`config.mk`:
```
export PLATFORM = sky130hd
export DESIGN_NAME = led_pattern_gen
export DESIGN_NICKNAME = d
export VERILOG_FILES = /design/src/rtl/led_pkg.sv /design/src/rtl/led_channel.sv /design/src/rtl/led_pattern_gen.sv
export SDC_FILE = /design/constraint.sdc
export NUM_CORES = 1
export LEC_CHECK = 0
export ABC_CLOCK_PERIOD_IN_PS = 2800
export BUFFER_PORTS_ARGS = -buffer_cell sky130_fd_sc_hd__buf_4
export CORE_MARGIN = 10
export CORE_UTILIZATION = 56
export DETAILED_ROUTE_END_ITERATION = 8
export HOLD_SLACK_MARGIN = 0.08
export PLACE_DENSITY = 0.83
export SLEW_MARGIN = 5
export SYNTH_ARGS = -nofsm -noshare
export SYNTH_HDL_FRONTEND = slang
export SYNTH_SLANG_ARGS = --single-unit
```
`constraint.sdc`:
```
create_clock -name CLK -period 2.8 [get_ports CLK]
set_clock_uncertainty 0.2 [all_clocks]
set_input_delay 0.42 -clock CLK [delete_from_list [all_inputs] [get_ports CLK]]
set_output_delay 0.42 -clock CLK [all_outputs]
set_load 0.005 [all_outputs]
```
`src/rtl/led_pkg.sv`:
```
// led_pkg: mode encodings shared by the LED pattern generator and its channels
package led_pkg;
    localparam int MODE_W = 2;
    localparam logic [MODE_W-1:0] MODE_OFF   = 2'd0;
    localparam logic [MODE_W-1:0] MODE_ON    = 2'd1;
    localparam logic [MODE_W-1:0] MODE_BLINK = 2'd2;
    localparam logic [MODE_W-1:0] MODE_PWM   = 2'd3;
endpackage

```
`src/rtl/led_channel.sv`:
```
// led_channel: one LED channel driving OFF, ON, BLINK or PWM from the shared tick
module led_channel
    import led_pkg::*;
#(
    parameter int CNT_W = 8
) (
    input  logic              CLK,
    input  logic              RESET,
    input  logic              tick,
    input  logic              wrSel,
    input  logic [MODE_W-1:0] wrMode,
    input  logic [CNT_W-1:0]  wrVal,
    output logic              led
);
    logic [MODE_W-1:0] mode;
    logic [CNT_W-1:0]  val;
    logic [CNT_W-1:0]  cnt;
    logic [CNT_W-1:0]  cntNext;
    logic              ledNext;
    logic              blinkHit;

    // Next counter and LED; a write restarts the channel and swallows a coinciding tick
    always_comb begin
        blinkHit = tick && (cnt == val);
        cntNext  = wrSel ? '0 :
                   (tick && mode == MODE_BLINK) ? (blinkHit ? '0 : cnt + 1'b1) :
                   (tick && mode == MODE_PWM) ? cnt + 1'b1 : cnt;
        ledNext  = wrSel ? 1'b0 :
                   (mode == MODE_ON) ? 1'b1 :
                   (mode == MODE_BLINK) ? (led ^ blinkHit) :
                   (mode == MODE_PWM) ? (cnt < val) : 1'b0;
    end

    // Channel configuration, counter and LED registers
    always_ff @(posedge CLK or posedge RESET) begin
        if (RESET) begin
            mode <= MODE_OFF;
            val  <= '0;
            cnt  <= '0;
            led  <= 1'b0;
        end else begin
            mode <= wrSel ? wrMode : mode;
            val  <= wrSel ? wrVal : val;
            cnt  <= cntNext;
            led  <= ledNext;
        end
    end
endmodule

```
`src/rtl/led_pattern_gen.sv`:
```
// led_pattern_gen: multi-channel LED driver with a shared prescaler tick and per-channel patterns
module led_pattern_gen
    import led_pkg::*;
#(
    parameter int NUM_CH   = 4,
    parameter int PRESCALE = 12,
    parameter int CNT_W    = 8,
    localparam int CH_W    = (NUM_CH > 1) ? $clog2(NUM_CH) : 1
) (
    input  logic              CLK,
    input  logic              RESET,
    input  logic              iWrEn,
    input  logic [CH_W-1:0]   iWrCh,
    input  logic [MODE_W-1:0] iWrMode,
    input  logic [CNT_W-1:0]  iWrVal,
    output logic              oTick,
    output logic [NUM_CH-1:0] oLED
);
    localparam int PS_W = (PRESCALE > 1) ? $clog2(PRESCALE) : 1;
    localparam logic [PS_W-1:0] PS_LAST = PS_W'(PRESCALE - 1);

    logic [PS_W-1:0] preCnt;

    // Prescaler wraps at PRESCALE-1 and emits a one-clock tick on the following clock
    always_ff @(posedge CLK or posedge RESET) begin
        if (RESET) begin
            preCnt <= '0;
            oTick  <= 1'b0;
        end else begin
            preCnt <= (preCnt == PS_LAST) ? '0 : preCnt + 1'b1;
            oTick  <= (preCnt == PS_LAST);
        end
    end

    // One channel per LED; channel numbers beyond NUM_CH match no instance and are ignored
    for (genvar i = 0; i < NUM_CH; i++) begin : gCh
        led_channel #(.CNT_W(CNT_W)) uCh (
            .CLK    (CLK),
            .RESET  (RESET),
            .tick   (oTick),
            .wrSel  (iWrEn && (iWrCh == CH_W'(i))),
            .wrMode (iWrMode),
            .wrVal  (iWrVal),
            .led    (oLED[i])
        );
    end
endmodule

```
==> metrics.txt <==
Core Region 0.00777 mm2; # DRC 0; Fmax 490 MHz; final hold viol count 0; Post-Route Setup TNS 0 ps; final WL about 9700 um; clock edge transition at the registers on the reported setup and hold paths approximately 90 ps; sequential area share after synthesis ~45%; placed instance area between 0.004 and 0.005 mm2; outcome finished, final reports clean; # IOs 20; CP top delay family simple AND/OR/NAND/NOR gates; PwrDens between 500 and 600 mW/mm2; DPL Wire Length between 7000 and 8000 um; Mapped Area 0.00451 mm2; Sw Share 30.7%; CP max stage delay approximately 550 ps; CP required ~2900 ps; min-delay worst type in -> reg; RD Place Congestion between 0.8 and 0.9; GRT Overall Usage between 10% and 20%; ys flop type dfrtp_1; H-tree depth 3; area grow syn2layout 8.74%; Lkg Pwr approximately 2.3 nW; Reg power frac approximately 52%; pin count of the biggest net entering global routing 50; critical path type reg -> reg; slew margin rel. 59.3%; clock buffer depth 2; number of flops mapped to enable cells by yosys 0; vias in the first global route roughly 3500; first-pass GRT wire length ~16000 um; DR pass1 iterations 5; period utilization between 70% and 80%; Yosys warning count 0; Synthesized Nets between 500 and 600; gr ovfl total 0; VDD IR max between 400 and 500 uV; post-route cell area 0.00490 mm2; DIE AREA about 0.012 mm2; CP Buf/Inv Count 0; CP startpoint kind flop; Rows 32; hold_ws ~110 ps; CTS tree done; post-CTS setup buffers 0; crit-path cells ha_1 -> nand4_2 -> or4_4 -> o21ai_4 -> nor2_1; IO buf count 19; CTS Sinks about 80; number of cells on the critical path 5; initial core utilization 58.1%; Clock power frac 29.3%; Worst Tran Pin Value slightly above 600 ps; Worst Reg2Reg Path Length in Cells 5; Synth Area per Inst about 10 um2; Final ANT Viol Nets 0; final net count roughly 530; fill count around 620; CTS resizes 0; Max Cap Violations 0; crit path DAT ~2100 ps; CTS root buf clkbuf_8; Iteration-0 DRC Markers between 100 and 150; Vias 3426; Die H between 100 and 150 um; RSZ-0062 raised after global routing false; Comb power frac 18.3%; cell-internal power 1.87 mW; fin crit period 2040 ps; Pins Over Slew Limit 0; Avg Vias per Cell slightly below 6; Final setup viols 0; worst skew pair latency between 300 and 400 ps; WHS Path Cells 3; Slowest cell on crit path or4_4; gate count after technology mapping 455; Crit Path Max Fanout 6; Switching Power 0.831 mW; Yosys cell types 57; asr flop ratio synth 100%; Seq cells post-synth 81; Die Wd around 110 um; CP Capture Type flop; Ant. Diodes 0; Num CTS Buffers 9; antenna violations before repair 0; Avg WL per Cell 16.7 um; share of layout cells above drive strength 1 14.0%
Yosys cell counts, types with 8 or more instances:
| master | number | area, um2 |
|---|---|---|
| ha_1 | 37 | 463 |
| nand3_1 | 15 | 75.1 |
| xor2_1 | 12 | 105 |
| a21oi_1 | 20 | 100 |
| o21ai_0 | 28 | 140 |
| nor2_1 | 20 | 75.1 |
| and3_1 | 9 | 56.3 |
| nand4_1 | 12 | 75.1 |
| mux2_2 | 14 | 158 |
| nand2_1 | 63 | 236 |
| and4_1 | 8 | 70.1 |
| dfrtp_1 | 81 | 2030 |
| inv_1 | 38 | 143 |
| nor2b_1 | 8 | 50.1 |
worst paths after layout:
| kind | from | endpoint | slack (ps) |
|---|---|---|---|
| max reg2reg | gCh[1].uCh.cnt[2]$_DFFE_PP0P_ | gCh[1].uCh.cnt[5]$_DFFE_PP0P_ | 760 |
| min in group asynchronous | RESET | gCh[0].uCh.cnt[0]$_DFFE_PP0P_ | 450 |
| min | iWrMode[0] | gCh[2].uCh.mode[0]$_DFFE_PP0P_ | 110 |
| max | gCh[1].uCh.cnt[2]$_DFFE_PP0P_ | gCh[1].uCh.cnt[5]$_DFFE_PP0P_ | 760 |
| max in group asynchronous | RESET | gCh[3].uCh.cnt[2]$_DFFE_PP0P_ | 1300 |
| min reg2reg | preCnt[0]$_DFF_PP0_ | preCnt[0]$_DFF_PP0_ | 290 |
layer usage:
| metal | share of wire, % | up-vias | global-route usage (%) |
|---|---|---|---|
| li1 | - | 1664 | - |
| met1 | 44 | 1668 | 20.5 |
| met2 | 49 | 83 | 27.9 |
| met3 | 5.8 | 11 | 6.03 |
| met4 | 1.3 | 0 | 5.76 |
| met5 | 0 | - | 0 |
placed cells by master, fill, tap and decap left out, types with 2 or more instances in the layout:
cell type | netlist | routed
clkinvlp_4 | 0 | 2
nor4b_1 | 2 | 2
nor2_1 | 20 | 20
o211ai_1 | 4 | 4
mux2_2 | 14 | 14
xnor2_1 | 4 | 4
inv_6 | 0 | 4
nand3b_2 | 2 | 2
nand4_1 | 12 | 12
a31oi_1 | 3 | 3
clkbuf_8 | 0 | 9
nand4b_1 | 2 | 2
nand2_2 | 2 | 2
inv_1 | 38 | 37
a21boi_0 | 2 | 2
nand3_1 | 15 | 15
a21o_1 | 3 | 3
a311oi_1 | 6 | 6
nor4_1 | 2 | 2
o31ai_1 | 4 | 4
a211oi_1 | 2 | 2
nor2b_1 | 8 | 8
and4_1 | 8 | 8
a31o_2 | 2 | 2
o41ai_1 | 2 | 2
nand2_1 | 63 | 63
buf_4 | 5 | 23
and2_1 | 3 | 3
a41oi_1 | 2 | 2
xor2_1 | 12 | 12
a21oi_1 | 20 | 20
ha_1 | 37 | 37
and3_1 | 9 | 9
o21ai_0 | 28 | 28
dfrtp_1 | 81 | 81
and3b_1 | 4 | 4
o32ai_1 | 2 | 2
tightest hold or removal path, delay by kind of cell:
family / cells / cell delay [ps]
and+or+nand+nor: 2 / 100
buffers and inverters: 1 / 120
per-stage QoR:
stage          util (%)  instances  setup WS [ps]  power, mW
6_report           63.1        581            760       2.70
5_1_grt            63.1        581            566       2.86
4_1_cts            63.1        581            748       2.73
3_5_place_dp       60.6        564            760       1.93
3_3_place_gp       60.6        564            828       1.89
2_1_floorplan         -        455           99.9       1.78
power groups by stage:
stage	Sequential [mW]	Clock (mW)	Combinational (mW)
finish	1.41	0.792	0.496
global route	1.43	0.862	0.566
CTS	1.41	0.814	0.500
detailed placement	1.44	0	0.494
global placement	1.43	0	0.467
floorplan	1.40	0	0.385
registers in the layout, indices dropped and copies added, names as in the netlist:
signal        count
gCh.uCh.led       4
gCh.uCh.val      32
gCh.uCh.cnt      32
preCnt            4
oTick             1
gCh.uCh.mode      8
layout make-up:
| class | instances | area (um2) | share of cell area (%) |
|---|---|---|---|
| clock buffer | 9 | 124 | 2.53 |
| inverter | 38 | 144 | 2.93 |
| clock inverter | 7 | 58.8 | 1.20 |
| multi-input combinational | 319 | 2220 | 45.3 |
| tap | 102 | 128 | 2.60 |
| timing repair buffer | 25 | 203 | 4.13 |
| sequential | 81 | 2030 | 41.3 |
kinds of logic after synthesis:
family / share of synthesized area (%)
xor+xnor: 3.11
fa+ha+maj: 10.3
compound gates: 12.7
mux: 3.50
buf+inv: 5.83
flops: 44.9
simple gates: 19.7
what timing repair did:
action / CTS / global route
hold buffers: 1 / 0
endpoints found under the setup margin: 0 / 0
endpoints found under the hold margin: 32 / 0
Power figures use the tool's default switching activity.
